===== src/rtl/sdram_arb_pkg.sv =====
`default_nettype none
// ============================================================================
// Module      : sdram_arb_pkg
// Description : Shared types and constants for the two-master SDRAM arbiter:
//               bus widths, the arbiter state encoding and the bundled
//               Wishbone request record handed to the output mux.
// Revision    : 1.0 - initial release
// ============================================================================
package sdram_arb_pkg;

    localparam int c_adr_w  = 21;   // word address width
    localparam int c_dat_w  = 32;   // data width
    localparam int c_sel_w  = 4;    // byte-lane select width
    localparam int c_hold_w = 8;    // hold counter width (MAX_HOLD <= 255)

    // The GNT encodings equal the one-hot grant value, so the grant vector is
    // simply the state register.
    typedef enum logic [1:0] {
        IDLE = 2'b00,
        GNT0 = 2'b01,
        GNT1 = 2'b10
    } arb_state_e;

    // One master's request side of a Wishbone bus.
    typedef struct packed {
        logic [c_adr_w-1:0] adr;
        logic [c_dat_w-1:0] dat;
        logic [c_sel_w-1:0] sel;
        logic               we;
        logic               cyc;
        logic               stb;
    } wb_req_t;

    // Grant vector for a state; anything that is not a GNT state reads idle.
    function automatic logic [1:0] grant_of(input arb_state_e s);
        logic [1:0] g;
        g = 2'b00;
        if (s == GNT0) g = 2'b01;
        if (s == GNT1) g = 2'b10;
        return g;
    endfunction

endpackage : sdram_arb_pkg
`default_nettype wire


===== src/rtl/wb_master_mux.sv =====
`default_nettype none
// ============================================================================
// Module      : wb_master_mux
// Description : Combinational 2:1 mux that forwards the granted master's
//               Wishbone request to the shared SDRAM controller port. With no
//               grant the whole request, including cyc and stb, is zero.
// Ports       : i_grant   - one-hot grant (01 = m0, 10 = m1, 00 = idle)
//               i_m0_req  - master 0 request bundle
//               i_m1_req  - master 1 request bundle
//               o_s_req   - request bundle driven to the controller
// Revision    : 1.0 - initial release
// ============================================================================
module wb_master_mux
    import sdram_arb_pkg::*;
(
    input  logic [1:0] i_grant,
    input  wb_req_t    i_m0_req,
    input  wb_req_t    i_m1_req,
    output wb_req_t    o_s_req
);

    always_comb begin
        o_s_req = '0;
        unique case (i_grant)
            2'b01:   o_s_req = i_m0_req;
            2'b10:   o_s_req = i_m1_req;
            default: o_s_req = '0;
        endcase
    end

endmodule : wb_master_mux
`default_nettype wire


===== src/rtl/sdram_arbiter.sv =====
`default_nettype none
// ============================================================================
// Module      : sdram_arbiter
// Description : Two-master Wishbone arbiter in front of a shared cached SDRAM
//               controller. Master 0 is the CPU, master 1 the DMA engine.
//               A grant is held for the whole Wishbone cycle (cyc high);
//               a master that keeps cyc high is forced to yield after
//               MAX_HOLD acks when the other master is waiting. Ties from
//               idle go to the master that was not granted most recently.
// Ports       : clk_i, rst_i          - clock, synchronous active-high reset
//               m0_* / m1_*           - Wishbone slave ports of each master
//               s_*                   - Wishbone master port to the controller
//               grant_o               - one-hot current grant
// Revision    : 1.0 - initial release
// ============================================================================
module sdram_arbiter
    import sdram_arb_pkg::*;
#(
    parameter int MAX_HOLD = 8
) (
    input  logic               clk_i,
    input  logic               rst_i,

    input  logic [c_adr_w-1:0] m0_adr_i,
    input  logic [c_dat_w-1:0] m0_dat_i,
    output logic [c_dat_w-1:0] m0_dat_o,
    input  logic               m0_stb_i,
    input  logic               m0_cyc_i,
    input  logic               m0_we_i,
    input  logic [c_sel_w-1:0] m0_sel_i,
    output logic               m0_ack_o,

    input  logic [c_adr_w-1:0] m1_adr_i,
    input  logic [c_dat_w-1:0] m1_dat_i,
    output logic [c_dat_w-1:0] m1_dat_o,
    input  logic               m1_stb_i,
    input  logic               m1_cyc_i,
    input  logic               m1_we_i,
    input  logic [c_sel_w-1:0] m1_sel_i,
    output logic               m1_ack_o,

    output logic [c_adr_w-1:0] s_adr_o,
    output logic [c_dat_w-1:0] s_dat_o,
    output logic [c_sel_w-1:0] s_sel_o,
    output logic               s_stb_o,
    output logic               s_cyc_o,
    output logic               s_we_o,
    input  logic [c_dat_w-1:0] s_dat_i,
    input  logic               s_ack_i,

    output logic [1:0]         grant_o
);

    // Saturation value and the "limit reached on this ack" threshold.
    localparam logic [c_hold_w-1:0] c_hold_max = c_hold_w'(MAX_HOLD);
    localparam logic [c_hold_w-1:0] c_hold_thr = c_hold_w'(MAX_HOLD - 1);

    arb_state_e          r_state_q, w_state_d;
    logic                r_last_q,  w_last_d;   // 0 = m0, 1 = m1 granted last
    logic [c_hold_w-1:0] r_hold_q,  w_hold_d;   // acks in the current grant

    logic                w_hold_done;
    logic [1:0]          w_grant;
    wb_req_t             w_m0_req, w_m1_req, w_s_req;

    // ------------------------------------------------------------------
    // State registers
    // ------------------------------------------------------------------
    always_ff @(posedge clk_i) begin
        if (rst_i) begin
            r_state_q <= IDLE;
            r_last_q  <= 1'b1;      // m0 wins the first tie after reset
            r_hold_q  <= '0;
        end else begin
            r_state_q <= w_state_d;
            r_last_q  <= w_last_d;
            r_hold_q  <= w_hold_d;
        end
    end

    // The yield test uses the count before this cycle's ack is added, so the
    // MAX_HOLD-th ack is the one that triggers the hand-over.
    assign w_hold_done = (r_hold_q >= c_hold_thr);

    // ------------------------------------------------------------------
    // Next-state logic. The grant only moves when the owner has dropped
    // cyc or on an ack cycle, so a transaction in flight (stb high, no ack
    // yet) is never preempted.
    // ------------------------------------------------------------------
    always_comb begin
        w_state_d = r_state_q;
        case (r_state_q)
            IDLE: begin
                if (m0_cyc_i && m1_cyc_i)
                    w_state_d = r_last_q ? GNT0 : GNT1;
                else if (m0_cyc_i)
                    w_state_d = GNT0;
                else if (m1_cyc_i)
                    w_state_d = GNT1;
            end
            GNT0: begin
                if (!m0_cyc_i)
                    w_state_d = m1_cyc_i ? GNT1 : IDLE;
                else if (s_ack_i && w_hold_done && m1_cyc_i)
                    w_state_d = GNT1;
            end
            GNT1: begin
                if (!m1_cyc_i)
                    w_state_d = m0_cyc_i ? GNT0 : IDLE;
                else if (s_ack_i && w_hold_done && m0_cyc_i)
                    w_state_d = GNT0;
            end
            default: w_state_d = IDLE;
        endcase
    end

    // Last-granted tracker and hold counter.
    always_comb begin
        w_last_d = r_last_q;
        if (w_state_d == GNT0 && r_state_q != GNT0) w_last_d = 1'b0;
        if (w_state_d == GNT1 && r_state_q != GNT1) w_last_d = 1'b1;

        w_hold_d = r_hold_q;
        if (w_state_d != r_state_q)
            w_hold_d = '0;
        else if (s_ack_i && r_state_q != IDLE && r_hold_q < c_hold_max)
            w_hold_d = r_hold_q + c_hold_w'(1);
    end

    // ------------------------------------------------------------------
    // Datapath
    // ------------------------------------------------------------------
    assign w_grant = grant_of(r_state_q);
    assign grant_o = w_grant;

    assign w_m0_req = '{adr: m0_adr_i, dat: m0_dat_i, sel: m0_sel_i,
                        we: m0_we_i, cyc: m0_cyc_i, stb: m0_stb_i};
    assign w_m1_req = '{adr: m1_adr_i, dat: m1_dat_i, sel: m1_sel_i,
                        we: m1_we_i, cyc: m1_cyc_i, stb: m1_stb_i};

    wb_master_mux u_mux (
        .i_grant  (w_grant),
        .i_m0_req (w_m0_req),
        .i_m1_req (w_m1_req),
        .o_s_req  (w_s_req)
    );

    assign s_adr_o = w_s_req.adr;
    assign s_dat_o = w_s_req.dat;
    assign s_sel_o = w_s_req.sel;
    assign s_we_o  = w_s_req.we;
    assign s_cyc_o = w_s_req.cyc;
    assign s_stb_o = w_s_req.stb;

    // Acks are steered to the owner only; an ack seen while idle is dropped.
    assign m0_ack_o = s_ack_i && (r_state_q == GNT0);
    assign m1_ack_o = s_ack_i && (r_state_q == GNT1);

    assign m0_dat_o = s_dat_i;
    assign m1_dat_o = s_dat_i;

endmodule : sdram_arbiter
`default_nettype wire


===== config.mk =====
export PLATFORM = sky130hd
export DESIGN_NAME = sdram_arbiter
export DESIGN_NICKNAME = d
export VERILOG_FILES = /design/src/rtl/sdram_arb_pkg.sv /design/src/rtl/wb_master_mux.sv /design/src/rtl/sdram_arbiter.sv
export SDC_FILE = /design/constraint.sdc
export NUM_CORES = 1
export LEC_CHECK = 0
export BUFFER_PORTS_ARGS = -buffer_cell sky130_fd_sc_hd__buf_4
export CAP_MARGIN = 20
export CORE_AREA = 5 5 108 110
export CTS_BUF_LIST = sky130_fd_sc_hd__clkbuf_4 sky130_fd_sc_hd__clkbuf_8
export DETAILED_ROUTE_END_ITERATION = 8
export DIE_AREA = 0 0 113 115
export GPL_TIMING_DRIVEN = 0
export RECOVER_POWER = 100
export SLEW_MARGIN = 10
export SYNTH_ARGS = -nofsm -noshare
export SYNTH_HDL_FRONTEND = slang
export SYNTH_HIERARCHICAL = 1
export SYNTH_SLANG_ARGS = --single-unit

===== constraint.sdc =====
create_clock -name clk_i -period 3.7 [get_ports clk_i]
set_input_delay 0.555 -clock clk_i [delete_from_list [all_inputs] [get_ports clk_i]]
set_output_delay 0.555 -clock clk_i [all_outputs]
set_load 0.01 [all_outputs]

; ---- After elaboration in Yosys (flattened, before gate mapping)
; Cells that the tools add are included.
[word_totals]
regBits = 11
inputBits = 155
wordCells = 43
output_inout_bits = 128
[op_classes]
n_eq_ne = 9
n_reduce_logical = 14
addsub = 1
n_lt_le_gt_ge = 2
n_mux = 14
[op_table]
columns = op, n
row1 = $pmux W60 S2, 1
row2 = $mux W2, 10
row3 = $logic_and A1 B1 Y1, 10
row4 = $add A8 B1 Y8 const B, 1
row5 = $ge A8 B3 Y1 const B, 1
row6 = $lt A8 B4 Y1 const B, 1
row7 = $eq A2 B1 Y1 const B, 3
row8 = $eq A2 B2 Y1 const B, 3
row9 = $pmux W2 S3, 1
row10 = $reduce_or A2 Y1, 2
row11 = $logic_not A2 Y1, 1
row12 = $mux W1, 2
row13 = $ne A2 B1 Y1 const B, 1
row14 = $ne A2 B2 Y1, 1
row15 = $ne A2 B2 Y1 const B, 1
row16 = $reduce_bool A2 Y1, 1

; ---- Longest topological paths before layout
; Gate-level depths: netlist (run 1).
[depth]
depth_word = 9
depth_mapped = 9
mapped_depth_nobuf = 6

; ---- By module
; The synthesis (run 1) kept the hierarchy.
[by_module_without_submodules]
columns = module, cells_per_inst, area_each_um2, seq_area_each_um2, n_inst
row1 = sdram_arbiter, 134, 1163.6, 220.2, 1
row2 = wb_master_mux, 145, 1003.5, 0.0, 1

; ---- Worst setup path before layout (run 1)
; Ideal clock, no wire load.
[synth_timing]
kind = flip-flop to output port
start = reg r_state_q[0]
end = out s_dat_o[0]
required_time_ns = 3.145
arrival_time_ns = 1.726
path_slack_ns = 1.419
path_stages_with_launch = 8
n_path_buf = 3
path_cell_list = dfxtp_1 -> buf_2 -> nor2b_1 -> inv_1 -> ha_1 -> buf_4 -> clkbuf_1 -> nor2_1
[synth_between]
elab_chain_cells = 5
word_cells_on_any_way = 7
cone_classes = 4 x eq/ne / 3 x mux
[synth_lines]
columns = item, line_no
row1 = from (decl), sdram_arbiter.sv:58  ; arb_state_e r_state_q, w_state_d;
row2 = from (signal assigned), sdram_arbiter.sv:75  ; r_state_q <= w_state_d;
row3 = $eq A2 B1 Y1, sdram_arb_pkg.sv:38  ; if (s == GNT0) g = 2'b01;
row4 = $mux W1, sdram_arb_pkg.sv:38
row5 = $mux W2 (*), sdram_arb_pkg.sv:39  ; if (s == GNT1) g = 2'b10;
row6 = named net grant_o[0], sdram_arbiter.sv:51  ; output logic [1:0] grant_o
row7 = $eq A2 B2 Y1 or $eq A2 B1 Y1 (tied branches), wb_master_mux.sv:24  ; unique case (i_grant)
row8 = $pmux W60 S2 (*), wb_master_mux.sv:24
row9 = to (decl), sdram_arbiter.sv:43  ; output logic [c_dat_w-1:0] s_dat_o,
; The timed path passes the listed nets; every way through them passes the cells marked *.

; ---- Worst setup path after layout (run 1)
[layout_timing]
start = reg r_state_q[0]
end = out s_adr_o[14]
[layout_between]
elab_chain_cells = 5
word_cells_on_any_way = 7
cone_classes = 4 x eq/ne / 3 x mux
[layout_lines]
columns = item, line_no
row1 = $eq A2 B1 Y1, sdram_arb_pkg.sv:38
row2 = $mux W1, sdram_arb_pkg.sv:38
row3 = $mux W2 (*), sdram_arb_pkg.sv:39
row4 = $eq A2 B2 Y1 or $eq A2 B1 Y1 (tied branches), wb_master_mux.sv:24
row5 = $pmux W60 S2 (*), wb_master_mux.sv:24
row6 = to (decl), sdram_arbiter.sv:42  ; output logic [c_adr_w-1:0] s_adr_o,
; Mark *: on every way between the ends. The rest lies on a longest branch, timed or not.

==> impl_metrics.toml, run 1 <==
[run_status]
outcome = "finished clean"

[routing]
wl_um = 11200
detail_route.iter0.violations = 162
drc = 0
route.met2.wl_um = 5990
first_pass_iters = 5
drt-wirelength-per-cell_um = 16.7
num_vias = 2876
vias_per_cell = 4.27
ant_nets = 0
wl_met3_um = 863
met1_length_um = 4260
top_layer = "met4"

[clock_network]
cts_buffers = 3
clock_latency_ps = 250
clk_path_buf_depth = 2
root_buffer = "clkbuf_8"
clk_pin_slew_worst_paths_ps = 50
cts_tree = "yes"
post_cts_resize_count = 0
cts.sinks = 11
h-tree-depth = 1
cts_setup_buffers = 0
hold_buffers = 0

[power]
switchingPower_mw = 0.253
p_per_area_nw_per_um2 = 176
p_leak_nw = 1.64
totalPowerFinal_mw = 0.670
peakVddDrop_v = 0.000131
combPwrFrac = 0.627
swShare = 0.378
clkPwrFrac = 0.188
intPower_mw = 0.417
sequentialPowerShare = 0.185

[synth]
syn_inst = 279
synth_warnings = 6
yosys.area.top_type = "buf_4"
ys_seq_area_frac = 0.102
ys.flop_type = "dfxtp_1"
yosys-top-cells-area = "buf_4, a22oi_1, a22oi_2"
ys_ff_latch = 11
syn_area_sq_um = 2170
syn_avg_cell_area_sq_um = 7.77
synth_top_area_frac = 0.225
syn-num-nets = 437
async_flop_share = 0
yosysUniqueCellTypes = 35
synth_edf_count = 0

[placement]
gp_congestion = 0.851
placed_area_sq_um = 4220
io_buffers = 250
post-dp-hpwl_um = 9740
pre_cts_ws_ps = 1110

[timing]
slew_violations = 0
rsz0062_at_grt = "false"
min_period_ps = 3140
finalSetupViolCount = 0
fin_tns_setup_ps = 0
relSlewSlack = 0.0246
hold_violations = 0
fmax_mhz = 318
worst_pin_slew_ps = 1450
fin_skew_ps = 1.66
layout_setup_ws_ps = 555
finalCritPeriodShare = 0.850

[setup_path]
cp.arrival_ps = 2590
reg2reg_to = "r_last_q"
worstPathMaxFanout = 10
critPathCaptureType = "output pin"
slowest_delay_ps = 540
ff2ff_setup_slack_ps = 940
path_class = "reg2out"
cp.required_ps = 3140
r2r_start = "r_hold_q[0]"
cp_slowest_cell = "clkbuf_1"
start_kind = "flip-flop"
path_cells = "clkbuf_1 > nor2b_1 > ha_1 > buf_6 > clkbuf_1 > a22oi_2 > nor2_1 > clkbuf_1"
critical_path.most_common_cell = "clkbuf_1"
ff2ff_path_depth = 5

[global_route]
grt_pass1_vias = 2699
grt_max_degree = 11
antenna_found_initial = 0
grt_usage = 0.150
grt_pass1_wl_um = 15700
grt_overflow = 0

[finish]
area_delta_synth_final_pct = 75.5
drive_gt1_frac = 0.482
nFillCells = 1234
mostFrequentLayoutCells = "buf_4, clkbuf_1, nor2_1"
final_common_cell = "buf_4"
stdcell_area_sq_um = 3800
num_antenna_cells = 0
nets = 692
final_util = 0.359

[floorplan]
dieArea_sq_um = 13000
die_y_um = 115
fp.dieW_um = 113
core_area_sq_um = 10600
rows = 38
ios = 283
initial_core_util = 0.204

[min_path]
min_to = "r_hold_q[5]"
hold_class = "reg2reg"
hold_path_depth = 2
hp-start = "r_hold_q[5]"

[job]
maxCapViolations = 0
-- sequential cells by signal, indices dropped and copies added, names as in the netlist --
signal	flops
r_last_q	1
r_hold_q	8
r_state_q	2
-- power by group through the flow --
stage / Clock [mW] / Sequential [mW] / Combinational, mW
4_1_cts: 0.129 / 0.124 / 0.474
3_5_place_dp: 0 / 0.126 / 0.473
2_1_floorplan: 0 / 0.126 / 0.236
3_3_place_gp: 0 / 0.126 / 0.467
6_report: 0.126 / 0.124 / 0.420
5_1_grt: 0.136 / 0.125 / 0.454
-- worst max-delay path by stage --
stage | to | slack [ps] | start | depth (start not counted)
final | s_adr_o[14] | 560 | r_state_q[0] | 8
after global routing | s_adr_o[16] | 320 | r_state_q[0] | 8
after CTS | s_dat_o[19] | 830 | r_state_q[0] | 8
after detailed placement | s_dat_o[19] | 1110 | r_state_q[0] | 8
after global placement | s_dat_o[12] | 1140 | r_state_q[0] | 8
after floorplan | s_dat_o[0] | 1420 | r_state_q[0] | 7
-- routing by layer --
| layer | track usage | vias to the layer above |
|---|---|---|
| li1 | - | 1419 |
| met1 | 0.176 | 1313 |
| met2 | 0.281 | 133 |
| met3 | 0.0342 | 11 |
| met4 | 0.0264 | 0 |
| met5 | 0 | - |
-- stage by stage --
stage               std cells  hold WS [ps]
global placement          669           435
floorplan                 279           426
finish                    673           445
detailed placement        669           440
CTS                       673           447
global route              673           473
-- logic make-up after synthesis --
family                   count (synthesis)  synth area share
AO/OA/AOI/OAI                           79             0.334
multiplexers                             2           0.00924
buffers and inverters                   98             0.338
XOR/XNOR                                 2           0.00808
AND/OR/NAND/NOR                         84             0.192
flip-flops                              11             0.102
adder cells (fa/ha/maj)                  3            0.0173
-- cells in the mapped netlist (2+ instances only) --
library cell,number
xnor2_1,2
o21ai_0,2
clkbuf_1,3
inv_1,10
a22oi_1,42
nor3_2,9
a22oi_2,19
a21oi_1,3
nand2b_1,3
o21ai_4,2
mux2i_1,2
nor2_1,61
buf_4,65
buf_6,12
and3_1,2
dfxtp_1,11
a21o_1,2
buf_8,2
o21ai_1,2
nor2b_1,3
buf_2,6
ha_1,3
-- area by class of cell --
cell class | count | area (sq um) | area share
clock inverter | 1 | 5.00 | 0.00132
sequential | 11 | 220 | 0.0579
tap | 140 | 175 | 0.0461
clock buffer | 3 | 41.3 | 0.0109
timing repair buffer | 250 | 1460 | 0.383
buffer | 88 | 674 | 0.177
inverter | 10 | 37.5 | 0.00987
multi-input combinational | 170 | 1190 | 0.314
-- critical path: cells and delay by family (launching register included) --
kind / cells / cell delay (ps)
AOI/OAI and AO/OA: 1 / 100
adders and majority gates: 1 / 230
buffers and inverters: 4 / 1180
DFF: 1 / 340
and+or+nand+nor: 2 / 500
No activity file was read; power rests on OpenSTA's default activity.
==> run 2, diff against run 1 <==
--- a/config.mk
+++ b/config.mk
@@ -7,10 +7,10 @@
 export LEC_CHECK = 0
 export BUFFER_PORTS_ARGS = -buffer_cell sky130_fd_sc_hd__buf_4
 export CAP_MARGIN = 20
-export CORE_AREA = 5 5 108 110
+export CORE_AREA = 5 5 106 108
 export CTS_BUF_LIST = sky130_fd_sc_hd__clkbuf_4 sky130_fd_sc_hd__clkbuf_8
 export DETAILED_ROUTE_END_ITERATION = 8
-export DIE_AREA = 0 0 113 115
+export DIE_AREA = 0 0 111 113
 export GPL_TIMING_DRIVEN = 0
 export RECOVER_POWER = 100
 export SLEW_MARGIN = 10
==> constraint.sdc (replaced) <==
create_clock -name clk_i -period 3.05 [get_ports clk_i]
set_input_delay 0.4575 -clock clk_i [delete_from_list [all_inputs] [get_ports clk_i]]
set_output_delay 0.4575 -clock clk_i [all_outputs]
set_load 0.01 [all_outputs]
==> run 2 against run 1 <==
  * Non-clock buffer count unchanged
  * Design area down 0.89%
  * Critical path type unchanged
  * Die area down 3.5%
  * Sequential share of layout area up 0.052 points
  * Clock-buffer cell count unchanged
  * Register-to-register slack worse by 380 ps
  * Cell count down 0.59%
  * Combinational power up 19%
  * Critical endpoint is now s_adr_o[0]
  * First-iteration DRC count up 1.2%
  * Global-route usage up 1.1 points
  * Largest cell class unchanged
  * Flip-flop and latch count unchanged
==> impl_metrics.toml, run 2 (synthesized netlist as in run 1, its figures left out) <==
[placement]
io_buffers = 250
post-dp-hpwl_um = 9760
pre_cts_ws_ps = 509
dp_cells = 665
placed_area_sq_um = 4210
gp_congestion = 0.918

[global_route]
grt_use_met2 = 0.300
grt_max_degree = 11
grt_overflow = 0
grt_use_met1 = 0.197
grt_pass1_wl_um = 16500
gr-usage-met3 = 0.0235
antenna_found_initial = 0
grt_usage = 0.161
grt_pass1_vias = 2800
busiest_layer = "met2"

[floorplan]
initial_core_util = 0.214
fp.dieW_um = 111
dieArea_sq_um = 12500
core_area_sq_um = 10100
rows = 37
ios = 283
die_y_um = 113

[routing]
ant_nets = 0
detail_route.iter0.violations = 164
drc = 0
drt-wirelength-per-cell_um = 16.8
num_vias = 2851
wl_um = 11200
first_pass_iters = 4
vias_per_cell = 4.26

[timing]
fmax_mhz = 356
fin_skew_ps = 2.14
layout_setup_ws_ps = 241
min_period_ps = 2810
fin_tns_setup_ps = 0
slew_violations = 0
hold_violations = 0
finalCritPeriodShare = 0.921
rsz0062_at_grt = "false"
worst_pin_slew_ps = 946
relSlewSlack = 0.365
finalSetupViolCount = 0
hold_ws_ps = 452

[finish]
instances_no_fill = 669
largest_registers = "r_hold_q x8, r_state_q x2, r_last_q x1"
final_util = 0.372
mostFrequentLayoutCells = "buf_4, clkbuf_1, nor2_1"
area_delta_synth_final_pct = 73.9
nFillCells = 1174
num_antenna_cells = 0
top_register = "r_hold_q"
drive_gt1_frac = 0.493
nets = 692
stdcell_area_sq_um = 3770
final_common_cell = "buf_4"
largest_register_ffs = 8

[clock_network]
cts.sinks = 11
clk_pin_slew_worst_paths_ps = 60
hold_buffers = 0
clk_path_buf_depth = 2
post_cts_resize_count = 0
root_buffer = "clkbuf_8"
h-tree-depth = 1
cts_buffers = 3
cts_setup_buffers = 0
clock_latency_ps = 240
cts_tree = "yes"

[job]
maxCapViolations = 0

[power]
p_leak_nw = 1.71
peakVddDrop_v = 0.000160
totalPowerFinal_mw = 0.804
p_per_area_nw_per_um2 = 213

[setup_path]
cp.required_ps = 2590
worstPathMaxFanout = 10
reg2reg_to = "r_last_q"
r2r_start = "r_hold_q[0]"
ff2ff_path_depth = 5
ff2ff_setup_slack_ps = 560
start_kind = "flip-flop"
critPathCaptureType = "output pin"
cp.arrival_ps = 2350
path_class = "reg2out"

[min_path]
min_to = "r_hold_q[5]"
hold_path_depth = 2
hold_class = "reg2reg"
hp-start = "r_hold_q[5]"

[run_status]
outcome = "finished clean"
-- run 2: cell types whose count changed in the layout (fill, tap and decap cells not counted) --
cell and change:
clkbuf_4 +1, buf_6 -2, buf_4 +9, buf_2 +3
clkbuf_1 -19, a22oi_1 +13, clkbuf_2 +8, a22oi_2 -13
-- run 2: worst max-delay path, stage by stage (launching register included) --
cell and delay, ps:
dfxtp_1 320, clkbuf_1 340, inv_1 160, nor2_1 240, inv_1 70, ha_1 190, buf_6 140, clkbuf_2 190
a22oi_1 210, nor2_1 100, clkbuf_1 140
-- run 2: worst max path at each step --
stage | slack (ps) | start | end | cells after the start
final | 240 | r_state_q[1] | s_adr_o[0] | 10
after global routing | 20 | r_state_q[1] | s_dat_o[6] | 8
after floorplan | 870 | r_state_q[0] | s_dat_o[0] | 7
after detailed placement | 510 | r_state_q[0] | s_dat_o[0] | 8
after CTS | 210 | r_state_q[0] | s_dat_o[0] | 8
after global placement | 500 | r_state_q[0] | s_dat_o[0] | 8
-- run 2: cell type report --
cell class                 instances  area (sq um)  share of cell area
multi-input combinational        170          1130               0.299
sequential                        11           220              0.0584
tap                              136           170              0.0452
timing repair buffer             250          1500               0.398
clock buffer                       3          41.3              0.0110
inverter                          10          37.5             0.00996
clock inverter                     1          5.00             0.00133
buffer                            88           668               0.177
-- run 2: power breakdown --
group	switching, mW	internal [mW]
Combinational	0.235	0.266
Sequential	0.00296	0.147
Clock	0.0621	0.0902
-- run 2: routing by layer --
layer,up-vias,routed length [um],share of wire
met5,-,0,0
met1,1299,4560,0.41
li1,1420,-,-
met4,0,213,0.019
met2,118,5920,0.53
met3,14,525,0.047
==> run 3, diff against run 2 <==
--- a/config.mk
+++ b/config.mk
@@ -5,13 +5,18 @@
 export SDC_FILE = /design/constraint.sdc
 export NUM_CORES = 1
 export LEC_CHECK = 0
+export ABC_CLOCK_PERIOD_IN_PS = 3000
 export BUFFER_PORTS_ARGS = -buffer_cell sky130_fd_sc_hd__buf_4
 export CAP_MARGIN = 20
-export CORE_AREA = 5 5 106 108
+export CELL_PAD_IN_SITES_DETAIL_PLACEMENT = 1
+export CELL_PAD_IN_SITES_GLOBAL_PLACEMENT = 2
+export CORE_ASPECT_RATIO = 2
+export CORE_MARGIN = 5
+export CORE_UTILIZATION = 14
 export CTS_BUF_LIST = sky130_fd_sc_hd__clkbuf_4 sky130_fd_sc_hd__clkbuf_8
 export DETAILED_ROUTE_END_ITERATION = 8
-export DIE_AREA = 0 0 111 113
 export GPL_TIMING_DRIVEN = 0
+export PLACE_DENSITY_LB_ADDON = 0.1
 export RECOVER_POWER = 100
 export SLEW_MARGIN = 10
 export SYNTH_ARGS = -nofsm -noshare
==> constraint.sdc (replaced) <==
create_clock -name clk_i -period 3 [get_ports clk_i]
set_input_delay 0.45 -clock clk_i [delete_from_list [all_inputs] [get_ports clk_i]]
set_output_delay 0.45 -clock clk_i [all_outputs]
set_load 0.01 [all_outputs]
==> run 3 against run 2 <==
  * Wire length increased by 5.9%
  * Clock-buffer cell count is 1 higher
  * Design area increased by 2.7%
  * First-iteration DRC count fell by 76%
  * Cell count increased by 9.3%
  * Die area up 45%
  * Flip-flop and latch count is the same
  * Sequential power about the same
  * Total power up 3.2%
  * Largest power group unchanged
  * Sequential share of layout area down 0.15 points
  * Critical path depth fell by 2
  * Largest cell class unchanged
  * Global-route usage shrank 4.5 points
==> impl_metrics.toml, run 3 (synthesized netlist as in run 1, its figures left out) <==
[routing]
vias_per_cell = 3.95
detail_route.iter0.violations = 40
ant_nets = 0
drt-wirelength-per-cell_um = 16.3
drc = 0
wl_um = 11900
first_pass_iters = 4
num_vias = 2889

[global_route]
grt_pass1_vias = 3008
busiest_layer = "met2"
grt_max_degree = 11
grt_use_met1 = 0.118
gr-usage-met3 = 0.0229
grt_usage = 0.116
grt_overflow = 0
antenna_found_initial = 0
grt_pass1_wl_um = 17200
grt_use_met2 = 0.245

[clock_network]
clk_path_buf_depth = 2
h-tree-depth = 1
cts_setup_buffers = 0
clk_pin_slew_worst_paths_ps = 60
cts.sinks = 11
clock_latency_ps = 240
root_buffer = "clkbuf_8"
post_cts_resize_count = 0
cts_buffers = 3
cts_tree = "yes"
hold_buffers = 0

[setup_path]
worstPathMaxFanout = 10
slowest_delay_ps = 390
cp_slowest_cell = "nor2b_1"
start_kind = "flip-flop"
cp.required_ps = 2550
path_class = "reg2out"
path_cells = "buf_2 > nor2b_1 > inv_1 > ha_1 > buf_4 > clkbuf_1 > nor2_1 > clkbuf_2"
critPathCaptureType = "output pin"
cp.arrival_ps = 2360

[timing]
fmax_mhz = 356
hold_ws_ps = 453
hold_violations = 0
fin_tns_setup_ps = 0
finalSetupViolCount = 0
worst_pin_slew_ps = 1010
fin_skew_ps = 11.2
min_period_ps = 2810
slew_violations = 0
finalCritPeriodShare = 0.935
relSlewSlack = 0.317
rsz0062_at_grt = "false"

[floorplan]
core_area_sq_um = 15300
fp.dieW_um = 98.0
ios = 283
die_y_um = 186
initial_core_util = 0.142
dieArea_sq_um = 18200
rows = 64

[placement]
dp_cells = 727
io_buffers = 250
post-dp-hpwl_um = 10600
gp_congestion = 0.761

[finish]
largest_register_ffs = 8
nets = 692
instances_no_fill = 731
final_common_cell = "buf_4"
multi_input_area_sq_um = 1130
top_register = "r_hold_q"
num_antenna_cells = 0
final_util = 0.253
mostFrequentLayoutCells = "buf_4, clkbuf_1, nor2_1"
largest_registers = "r_hold_q x8, r_state_q x2, r_last_q x1"
regArea_sq_um = 220
area_delta_synth_final_pct = 78.6
nFillCells = 1976
drive_gt1_frac = 0.508

[power]
combPwrFrac = 0.619
p_leak_nw = 1.74
peakVddDrop_v = 0.000221
clkPwrFrac = 0.196
sequentialPowerShare = 0.184
p_per_area_nw_per_um2 = 214
intPower_mw = 0.527
swShare = 0.365
switchingPower_mw = 0.303

[run_status]
outcome = "finished clean"

[min_path]
hold_class = "reg2reg"

[job]
maxCapViolations = 0
==> run 3: metal layers <==
| metal | wire length, um | up-vias |
|---|---|---|
| li1 | - | 1418 |
| met1 | 3730 | 1334 |
| met3 | 920 | 2 |
| met4 | 34 | 0 |
| met5 | 0 | - |
| met2 | 7200 | 135 |
==> run 3: critical path, delay by kind of cell (launching register included) <==
family,cells,cell delay [ps]
adder cells (fa/ha/maj),1,290
AND/OR/NAND/NOR,2,510
flip-flops,1,340
buffers and inverters,5,960
==> run 3: cell type report <==
type                    count  share of cell area
plain buffers              88               0.175
clock buffers               4              0.0126
inverters                  10             0.00970
multi-input cells         170               0.291
flip-flops and latches     11              0.0569
well taps                 198              0.0640
repair buffers            250               0.391
==> run 3: path summary, 6_finish.rpt <==
path | startpoint | to | slack (ps) | depth (start not counted)
max | r_state_q[0] | s_dat_o[13] | 190 | 8
min | r_hold_q[4] | r_hold_q[4] | 450 | 2
max reg2reg | r_hold_q[0] | r_hold_q[0] | 360 | 5
min reg2reg | r_hold_q[4] | r_hold_q[4] | 450 | 2
==> run 3: per-stage QoR <==
step           power, mW  setup slack (ps)  instance area (sq um)
2_1_floorplan      0.446               824                   2170
3_3_place_gp       0.741               433                   4290
3_5_place_dp       0.748               400                   4290
4_1_cts            0.915               122                   4340
5_1_grt            0.891              17.3                   3870
6_report           0.830               194                   3870
==> run 3: power by group through the flow <==
| stage | Combinational (mW) | Clock [mW] | Sequential (mW) |
|---|---|---|---|
| floorplan | 0.291 | 0 | 0.155 |
| global placement | 0.585 | 0 | 0.156 |
| detailed placement | 0.591 | 0 | 0.156 |
| CTS | 0.593 | 0.169 | 0.153 |
| global route | 0.564 | 0.174 | 0.153 |
| finish | 0.514 | 0.163 | 0.153 |
